<file path="src/rtl/key_debounce_pkg.sv">
// Shared key definitions: debounce FSM state encodings, the default
// debounce interval and small helpers used by key/LED logic.
package key_debounce_pkg;

    // 20 ms at a 50 MHz system clock
    localparam int unsigned DEBOUNCE_CYCLES_DEFAULT = 32'd1000000;

    typedef enum logic [1:0] {
        KEY_RELEASED     = 2'b00,
        KEY_PRESS_WAIT   = 2'b01,
        KEY_PRESSED      = 2'b10,
        KEY_RELEASE_WAIT = 2'b11
    } key_fsm_e;

    // The debounced level is "down" while pressed or while a release is
    // still being qualified.
    function automatic logic key_is_down(input key_fsm_e st);
        return (st == KEY_PRESSED) || (st == KEY_RELEASE_WAIT);
    endfunction

endpackage

</file>
<file path="src/rtl/key_debounce_ch.sv">
// One debounce channel: 2-flop synchronizer, four-state qualification FSM
// with a saturating-free sample counter, and registered level/pulse outputs.
module key_debounce_ch
    import key_debounce_pkg::*;
#(
    parameter int unsigned DEBOUNCE_CYCLES = DEBOUNCE_CYCLES_DEFAULT
) (
    input  logic clk,
    input  logic rst,
    input  logic key_in,
    output logic key_state,
    output logic key_press,
    output logic key_release
);

    localparam int unsigned CNT_W = (DEBOUNCE_CYCLES > 32'd1) ? $clog2(DEBOUNCE_CYCLES) : 1;
    localparam logic [CNT_W-1:0] CNT_LAST = CNT_W'(DEBOUNCE_CYCLES - 32'd1);
    localparam logic [CNT_W-1:0] CNT_ZERO = {CNT_W{1'b0}};
    localparam logic [CNT_W-1:0] CNT_ONE  = CNT_W'(32'd1);

    logic           sync1_r;
    logic           sync2_r;
    key_fsm_e       state_r;
    key_fsm_e       state_s;
    logic [CNT_W-1:0] cnt_r;
    logic [CNT_W-1:0] cnt_s;
    logic           down_s;
    logic           press_s;
    logic           release_s;
    logic           key_state_r;
    logic           key_press_r;
    logic           key_release_r;

    // Bring the raw push-button into the clock domain; idle level is released (1).
    always_ff @(posedge clk or posedge rst) begin
        if (rst) begin
            sync1_r <= 1'b1;
            sync2_r <= 1'b1;
        end else begin
            sync1_r <= key_in;
            sync2_r <= sync1_r;
        end
    end

    // FSM state and sample counter.
    always_ff @(posedge clk or posedge rst) begin
        if (rst) begin
            state_r <= KEY_RELEASED;
            cnt_r   <= CNT_ZERO;
        end else begin
            state_r <= state_s;
            cnt_r   <= cnt_s;
        end
    end

    // Next state: any opposite sample while qualifying aborts; the counter is
    // cleared on every state entry so it can never pass CNT_LAST.
    always_comb begin
        state_s = state_r;
        cnt_s   = cnt_r;
        case (state_r)
            KEY_RELEASED: begin
                if (!sync2_r) begin
                    state_s = KEY_PRESS_WAIT;
                    cnt_s   = CNT_ZERO;
                end else begin
                    state_s = KEY_RELEASED;
                    cnt_s   = CNT_ZERO;
                end
            end
            KEY_PRESS_WAIT: begin
                if (sync2_r) begin
                    state_s = KEY_RELEASED;
                    cnt_s   = CNT_ZERO;
                end else if (cnt_r == CNT_LAST) begin
                    state_s = KEY_PRESSED;
                    cnt_s   = CNT_ZERO;
                end else begin
                    state_s = KEY_PRESS_WAIT;
                    cnt_s   = cnt_r + CNT_ONE;
                end
            end
            KEY_PRESSED: begin
                if (sync2_r) begin
                    state_s = KEY_RELEASE_WAIT;
                    cnt_s   = CNT_ZERO;
                end else begin
                    state_s = KEY_PRESSED;
                    cnt_s   = CNT_ZERO;
                end
            end
            KEY_RELEASE_WAIT: begin
                if (!sync2_r) begin
                    state_s = KEY_PRESSED;
                    cnt_s   = CNT_ZERO;
                end else if (cnt_r == CNT_LAST) begin
                    state_s = KEY_RELEASED;
                    cnt_s   = CNT_ZERO;
                end else begin
                    state_s = KEY_RELEASE_WAIT;
                    cnt_s   = cnt_r + CNT_ONE;
                end
            end
            default: begin
                state_s = KEY_RELEASED;
                cnt_s   = CNT_ZERO;
            end
        endcase
    end

    // Output decode from the transition being taken this cycle.
    always_comb begin
        down_s    = key_is_down(state_s);
        press_s   = (state_r == KEY_PRESS_WAIT)   && (state_s == KEY_PRESSED);
        release_s = (state_r == KEY_RELEASE_WAIT) && (state_s == KEY_RELEASED);
    end

    // Register the outputs so they appear together with the new state.
    always_ff @(posedge clk or posedge rst) begin
        if (rst) begin
            key_state_r   <= 1'b0;
            key_press_r   <= 1'b0;
            key_release_r <= 1'b0;
        end else begin
            key_state_r   <= down_s;
            key_press_r   <= press_s;
            key_release_r <= release_s;
        end
    end

    assign key_state   = key_state_r;
    assign key_press   = key_press_r;
    assign key_release = key_release_r;

endmodule

</file>
<file path="src/rtl/key_debounce.sv">
// Multi-key debouncer: NUM_KEYS independent active-low push-button channels
// producing an active-high debounced level plus press/release pulses.
module key_debounce
    import key_debounce_pkg::*;
#(
    parameter int unsigned NUM_KEYS        = 4,
    parameter int unsigned DEBOUNCE_CYCLES = DEBOUNCE_CYCLES_DEFAULT
) (
    input  logic                clk,
    input  logic                rst,
    input  logic [NUM_KEYS-1:0] key_in,
    output logic [NUM_KEYS-1:0] key_state,
    output logic [NUM_KEYS-1:0] key_press,
    output logic [NUM_KEYS-1:0] key_release
);

    for (genvar i = 0; i < NUM_KEYS; i++) begin : g_ch
        key_debounce_ch #(
            .DEBOUNCE_CYCLES(DEBOUNCE_CYCLES)
        ) u_ch (
            .clk        (clk),
            .rst        (rst),
            .key_in     (key_in[i]),
            .key_state  (key_state[i]),
            .key_press  (key_press[i]),
            .key_release(key_release[i])
        );
    end

endmodule

</file>
<file path="config.mk">
export PLATFORM = sky130hd
export DESIGN_NAME = key_debounce
export DESIGN_NICKNAME = d
export VERILOG_FILES = /design/src/rtl/key_debounce_pkg.sv /design/src/rtl/key_debounce_ch.sv /design/src/rtl/key_debounce.sv
export SDC_FILE = /design/constraint.sdc
export NUM_CORES = 1
export LEC_CHECK = 0
export CORE_UTILIZATION = 63
export CTS_BUF_LIST = sky130_fd_sc_hd__clkbuf_4 sky130_fd_sc_hd__clkbuf_8
export DETAILED_ROUTE_END_ITERATION = 12
export PLACE_DENSITY = 0.82
export SLEW_MARGIN = 15
export SYNTH_ARGS = -nofsm -noshare
export SYNTH_HDL_FRONTEND = slang
export SYNTH_HIERARCHICAL = 1
export SYNTH_SLANG_ARGS = --single-unit
</file>
<file path="constraint.sdc">
create_clock -name clk -period 2.15 [get_ports clk]
set_input_delay 0.5375 -clock clk [delete_from_list [all_inputs] [get_ports clk]]
set_output_delay 0.5375 -clock clk [all_outputs]
set_load 0.01 [all_outputs]
</file>
==> Word-level counts from Yosys, hierarchy flattened <==
Index checks and enable logic that the tools add are counted.
{ "totals": {"output_inout_bits": 12, "elab_cells": 124, "ff_bits": 108} }
{ "op_classes": {"n_mux": 44, "addsub": 4, "eq_ne": 24, "n_reduce_logical": 24} }
{ "ops": {"columns": ["cell", "count"], "rows": [
  ["2-to-1 mux 20 bit", 12],
  ["one-hot mux 20 bit (3 select lines)", 4],
  ["adder 20 x 1 -> 20 bit, second input constant", 4],
  ["== test 20 bit, second input constant", 4],
  ["== test 2 bit, second input constant", 16],
  ["2-to-1 mux 2 bit", 16],
  ["one-hot mux 2 bit (4 select lines)", 4],
  ["logical NOT 2 bit", 8],
  ["== test 2 x 1 -> 1 bit, second input constant", 4],
  ["logical AND 1 bit", 8],
  ["2-to-1 mux 1 bit", 8],
  ["OR reduction 2 bit", 4],
  ["logical OR 1 bit", 4]
]} }

==> Logic depth before layout (Yosys ltp) <==
Gate-level depths: netlist of run 1.
{ "logic_depth": {"ltp_word": 6, "depth_mapped": 6, "ltp_nobuf": 5} }

==> Cells and area by module <==
The synthesis of run 1 kept the hierarchy.
{ "modules_own_cells": {"columns": ["mod", "cells_each", "instances", "area_each_um2", "seq_area_each_um2"], "rows": [
  ["key_debounce_ch (g_ch[0].u_ch ...)", 123, 3, 1278.7, 653.1],
  ["key_debounce_ch (g_ch[3].u_ch)", 122, 1, 1261.2, 678.2]
]} }

==> Worst setup path before layout of run 1 <==
Ideal clock, no wire load.
{ "synth_path": {"path_type": "register to register", "start": "register g_ch[3].u_ch.cnt_r[0]", "end": "register g_ch[3].u_ch.cnt_r[16]", "n_path_buf": 0, "setup_time_ps": 77, "path_slack_ps": 518, "arrival_ps": 1555, "required_ps": 2073, "path_stages_with_launch": 6, "synth_period_minus_slack_ps": 1632, "cell_sequence": "dfrtp_1 ha_1 and3_1 nand2_1 or4_1 a21oi_1"} }
{ "synth_via": {"elab_chain_len": 4} }
{ "synth_lines": {"columns": ["element", "line", "text"], "rows": [
  ["from (decl)", "key_debounce_ch.sv:25", "logic [CNT_W-1:0] cnt_r;"],
  ["from (signal assigned)", "key_debounce_ch.sv:52", "cnt_r <= cnt_s;"],
  ["adder 20 x 1 -> 20 bit or == test 20 bit (tied branches)", null, null],
  ["2-to-1 mux 20 bit *", "key_debounce_ch.sv:75, key_debounce_ch.sv:96", null],
  ["2-to-1 mux 20 bit, on equally long branches", "key_debounce_ch.sv:93, key_debounce_ch.sv:72", null],
  ["one-hot mux 20 bit (3 select lines) *", "key_debounce_ch.sv:61", "case (state_r)"],
  ["named net g_ch[3].u_ch.cnt_s[16]", "key_debounce_ch.sv:26", "logic [CNT_W-1:0] cnt_s;"]
]} }
Mark *: on every way through the listed nets, which the timed path passes. The rest lies on a longest branch.

==> Worst setup path in the final report of run 1 <==
{ "layout_path": {"start": "register g_ch[0].u_ch.key_state_r", "end": "output port key_state[0]"} }
{ "layout_rtl": {"columns": ["element", "line", "text"], "rows": [
  ["from (decl)", "key_debounce_ch.sv:30", "logic key_state_r;"],
  ["from (signal assigned)", "key_debounce_ch.sv:125", "key_state_r <= down_s;"],
  ["to (decl)", "key_debounce.sv:12", "output logic [NUM_KEYS-1:0] key_state,"]
]} }
No word-level cell between the ends.

==> results of run 1 <==
[layout by cell type, fill, tap and decap left out, types with 10 or more instances in the layout]
cell / synthesis / layout
dfrtp_1: 97 / 97
nor2_1: 83 / 83
xnor2_1: 41 / 41
nand3_1: 26 / 26
inv_1: 25 / 25
and3_1: 22 / 22
nand4_1: 20 / 20
nor3_1: 18 / 18
clkdlybuf4s50_1: 0 / 17
xor2_1: 16 / 16
nand2_1: 15 / 15
nor4_1: 12 / 12
buf_4: 5 / 11
a21oi_1: 10 / 10
[worst paths after layout]
kind / from / end / slack (ps) / cells past startpoint
worst min-delay path: g_ch[1].u_ch/sync1_r / g_ch[1].u_ch/sync2_r / 360 / 0
worst min register to register: g_ch[1].u_ch/sync1_r / g_ch[1].u_ch/sync2_r / 360 / 0
max in group asynchronous: rst / g_ch[0].u_ch/sync1_r / 1200 / 3
worst max register to register: g_ch[3].u_ch/cnt_r[0] / g_ch[3].u_ch/cnt_r[16] / 320 / 5
worst max-delay path: g_ch[0].u_ch/key_state / key_state[0] / 250 / 1
min in group asynchronous: rst / g_ch[3].u_ch/cnt_r[8] / 640 / 3
[flip-flops by register name, indices dropped and copies added, names as in the netlist]
signal / flops
g_ch.u_ch/state_r: 5
g_ch.u_ch/key_press: 4
g_ch.u_ch/key_state: 4
g_ch.u_ch/key_release: 4
g_ch.u_ch/cnt_r: 80
g_ch.u_ch/sync1_r: 4
g_ch.u_ch/sync2_r: 4
[layout make-up]
type                       count  area, um2
sequential                   105       2640
fill                         571       2150
timing repair buffer          28        253
tap                          102        128
clock inverter                 6       65.1
multi-input combinational    353       2310
clock buffer                  10        131
inverter                      25       93.8
[per-stage QoR]
| stage | setup WS [ps] | util, % | std cells | total power, W |
|---|---|---|---|---|
| after floorplan | 518 | - | 491 | 0.00212 |
| after global placement | 431 | 69.8 | 613 | 0.00216 |
| after detailed placement | 340 | 69.8 | 613 | 0.00216 |
| after CTS | 245 | 72.4 | 629 | 0.00338 |
| after global routing | 193 | 72.4 | 629 | 0.00346 |
| final | 250 | 72.4 | 629 | 0.00334 |
[cells by family (layout without fill, tap and decap cells)]
group	Yosys count	after routing	synth area share [%]
XOR/XNOR	57	57	9.79
adder cells (fa/ha/maj)	4	4	0.982
flip-flops	105	105	51.7
AND/OR/NAND/NOR	248	248	28.2
AO/OA/AOI/OAI	39	39	5.42
multiplexers	5	5	0.982
buffers and inverters	33	69	2.87
[where the power goes]
part	total (W)	switching (W)	internal, W
sequential	0.00201	0.0000156	0.00200
clock	0.00121	0.000657	0.000556
combinational	0.000109	0.0000738	0.0000353
total	0.00334	0.000747	0.00259
[synth_stat cells, drive strengths merged]
master | instances | area, um2
nand3 | 29 | 160
o21ai | 7 | 46.3
a21oi | 10 | 50.1
o221ai | 6 | 52.6
a211oi | 3 | 22.5
and4b | 3 | 30.0
o31ai | 3 | 22.5
nor2 | 83 | 312
inv | 25 | 93.8
or4b | 1 | 10.0
and2 | 9 | 56.3
dfstp | 8 | 210
mux2i | 5 | 50.1
and4 | 5 | 43.8
and3 | 22 | 138
a31o | 6 | 52.6
ha | 4 | 50.1
or4 | 4 | 30.0
nand2 | 16 | 62.6
nor2b | 7 | 43.8
a21o | 1 | 7.51
nand4 | 23 | 189
o211ai | 3 | 22.5
xnor2 | 41 | 359
dfrtp | 97 | 2430
or3 | 4 | 25.0
buf | 8 | 52.6
nor3 | 18 | 90.1
nand4b | 1 | 8.76
and4bb | 3 | 37.5
nor4 | 19 | 189
xor2 | 16 | 140
nor3b | 1 | 12.5
[metal layers]
metal / vias to the layer above / share of wire, %
met5: - / 0
met4: 0 / 1.2
met3: 13 / 3.4
met2: 59 / 51
met1: 1843 / 44
li1: 1795 / -
==> results.cfg, run 1 <==
[synth]
ys_seq_area_share_pct = 51.7
syn_area_per_cell_um2 = 10.4
synthCells = 491
ys_warn_count = 6
syn_area_um2 = 5100
synth_nets = 501
synth-seq-cells = 105
synth.distinct_cells = 40

[setup_path]
start_kind = register
critPathTopFamily = buffers and inverters
critical_path_required_ps = 1610
crit_buf_inv = 1
crit_chain = clkdlybuf4s50_1
arrival_ps = 1360
cp_max_fo = 5
critical_path_class = reg2out
endpoint_kind = primary output
slowest_stage = clkdlybuf4s50_1
cpPeakStageDelay_ps = 570

[worst_hold_path]
hp-class = reg2reg

[clock_network]
clk_pin_slew_ps = 100
cts.sink_count = 105
clock_latency_ps = 370
cts-buffers-inserted = 9
hold_buffers = 0
ctsRootBufferMaster = clkbuf_8
htree_levels = 3
cts_setup_buffers = 0
cts_max_path_buffers = 2
cts_tree = done
cts-resized-gates = 0

[timing]
hold_violations = 0
maxSlewHeadroom_pct = 70.7
fin_skew_ps = 8.29
rsz0062_at_grt = no
final.setup.tns_ps = 0
tightest_slew_ps = 436
post-route-min-period_ps = 1900
drv_slew = 0
finalSetupViolCount = 0
fmax_mhz = 526
hold_slack_ps = 361
fin_crit_sh_pct = 88.4

[global_route]
use_met2_pct = 40.5
grt_util_met3_pct = 6.22
grt-busiest-layer = met2
antenna_found_initial = 0
grt.met1_usage_pct = 30.1
grt-ovfl-total = 0
grt_pass1_vias = 3586
grt.total_usage_pct = 24.0
grt_pass1_wl_um = 16000
grt_max_degree = 28

[drt]
first_iter_violations = 139
routedWlPerCell_um = 14.6
wl_um = 9200
via_per_inst = 5.90
vias = 3710
drc_errors = 0
drt-pass1-iter-count = 5
ant_nets = 0

[power_and_ir_drop]
power.density_nw_per_um2 = 593
vdd_ir_drop_max_uv = 538
leakage_nw = 2.30

[place]
hpwl_um = 6530
gp_congestion = 0.790
portBuffers = 17
place_area_um2 = 5430

[floorplan]
start_util_pct = 65.6
dieWidth_um = 92.0
fp.dieH_um = 92.0
fp-row-count = 32
coreArea_um2 = 7770
dieArea_um2 = 8450
ios = 18

[status]
status = complete, no violations

[job]
cap_violations = 0

[layout]
drive_gt1_share_pct = 11.8
finalInstanceArea_um2 = 5620
n_antenna_cell = 0
area_delta_synth_final_pct = 10.3
nets = 532
(Power assumes the default switching activity.)
==> inputs of run 2 (changes only) <==
CORE_UTILIZATION = 65   (was 63)
DONT_BUFFER_PORTS = 1   (was not set)
PLACE_DENSITY = 0.81   (was 0.82)
==> run 2 against run 1 <==
Against the previous run: die area fell by 3.0%; sequential share of layout area is 1.4 points higher; core utilization increased by 1.3 points; sequential cell count unchanged; sequential power hardly changed; wire length rose by 2.5%; clock-buffer cell count grew 1; power increased by 1.7%; critical path depth increased by 4; global-route usage grew 2.1 points; via count shrank 2.2%; highest routed layer unchanged; clock power up 6%.
==> results.cfg, run 2 (synthesized netlist as in run 1, its figures left out) <==
[timing]
fin_skew_ps = 8.52
fmax_mhz = 538
maxSlewHeadroom_pct = 52.6
hold_violations = 0
final.setup.tns_ps = 0
finalSetupViolCount = 0
hold_slack_ps = 51.0
rsz0062_at_grt = no
post-route-min-period_ps = 1860
setup_slack_ps = 291
tightest_slew_ps = 710
drv_slew = 0
fin_crit_sh_pct = 86.5

[layout]
final_cells = 608
regMostFlops = g_ch.u_ch/cnt_r
nets = 514
n_antenna_cell = 0
area_delta_synth_final_pct = 7.07
final_common_cell = dfrtp_1
layout_common_cells = dfrtp_1 (97), nor2_1 (83), xnor2_1 (41)
top_regs = g_ch.u_ch/cnt_r: 80 flops, g_ch.u_ch/state_r: 5 flops
largest_reg_flops = 80
drive_gt1_share_pct = 12.0

[power_and_ir_drop]
p_seq_share_pct = 59.3
switching_share_pct = 22.4
vdd_ir_drop_max_uv = 436
intPower_w = 0.00263
leakage_nw = 2.23
power.density_nw_per_um2 = 622
p_comb_share_pct = 2.9
finalPower_w = 0.00339
power.switching_w = 0.000761
clock_power_share_pct = 37.8

[global_route]
grt_pass1_vias = 3692
grt_max_degree = 27
antenna_found_initial = 0
grt-ovfl-total = 0
grt_util_met3_pct = 6.57
grt.total_usage_pct = 26.0
grt-busiest-layer = met2
grt.met1_usage_pct = 33.8
grt_pass1_wl_um = 17100
use_met2_pct = 43.3

[floorplan]
start_util_pct = 68.8
ios = 18
fp-row-count = 31
coreArea_um2 = 7410
dieWidth_um = 90.6
fp.dieH_um = 90.6
dieArea_um2 = 8200

[clock_network]
htree_levels = 3
ctsRootBufferMaster = clkbuf_8
cts_max_path_buffers = 2
cts.sink_count = 105
hold_buffers = 0
cts_tree = done
cts-buffers-inserted = 9
cts-resized-gates = 0
cts_setup_buffers = 0
clk_pin_slew_ps = 100
clock_latency_ps = 360

[drt]
first_iter_violations = 171
vias = 3630
drt-pass1-iter-count = 4
via_per_inst = 5.97
ant_nets = 0
wl_um = 9430
routedWlPerCell_um = 15.5
drc_errors = 0

[place]
dpl_worst_slack_ps = 332
hpwl_um = 6530
portBuffers = 0
dp.cells = 592
gp_congestion = 0.801

[job]
cap_violations = 0

[worst_hold_path]
hp-class = in2async

[setup_path]
arrival_ps = 2150
slowest_stage = or4_1
cpPeakStageDelay_ps = 530
critical_path_required_ps = 2450
cp_max_fo = 6
start_kind = register
critical_path_class = reg2reg
crit_chain = ha_1 > and3_1 > nand2_1 > or4_1 > a21oi_1
endpoint_kind = register

[status]
status = complete, no violations
-- run 2: final timing paths --
kind                                       start                endpoint  slack, ps  cells after the start
hold / removal                               rst   g_ch[1].u_ch/cnt_r[5]         50                      1
setup reg to reg           g_ch[3].u_ch/cnt_r[0]  g_ch[3].u_ch/cnt_r[16]        290                      5
setup / recovery           g_ch[3].u_ch/cnt_r[0]  g_ch[3].u_ch/cnt_r[16]        290                      5
min in group clk                       key_in[2]    g_ch[2].u_ch/sync1_r        160                      0
hold reg to reg             g_ch[3].u_ch/sync1_r    g_ch[3].u_ch/sync2_r        350                      0
max in group asynchronous                    rst   g_ch[3].u_ch/cnt_r[2]       1440                      2
-- run 2: critical path, delay by kind of cell (launching register included) --
kind / cells / cell delay [ps]
AOI/OAI and AO/OA: 1 / 160
adders and majority gates: 1 / 290
and+or+nand+nor: 3 / 930
DFF: 1 / 420
-- run 2: power by group through the flow --
stage                      logic, W  clock network, W  registers [W]
after CTS                  0.000101           0.00132        0.00201
after floorplan           0.0000701                 0        0.00205
final                     0.0000974           0.00128        0.00201
after detailed placement   0.000101                 0        0.00205
after global placement    0.0000973                 0        0.00205
after global routing       0.000115           0.00139        0.00202
-- run 2: through the flow --
step	utilization, %	cell area [um2]
after floorplan	-	5100
after global placement	70.8	5240
after detailed placement	70.8	5240
after CTS	73.7	5460
after global routing	73.7	5460
final	73.7	5460
-- run 2: layer usage --
| metal | vias to the layer above | wire [um] |
|---|---|---|
| met5 | - | 0 |
| met4 | 0 | 139 |
| met3 | 13 | 355 |
| met2 | 74 | 4760 |
| met1 | 1782 | 4180 |
| li1 | 1761 | - |
-- run 2: final cells by class --
type,instances,area (um2)
clock inverters,5,62.6
multi-input cells,353,2310
well taps,99,124
inverters,25,93.8
fillers,512,1950
flip-flops and latches,105,2640
repair buffers,10,75.1
clock buffers,11,151
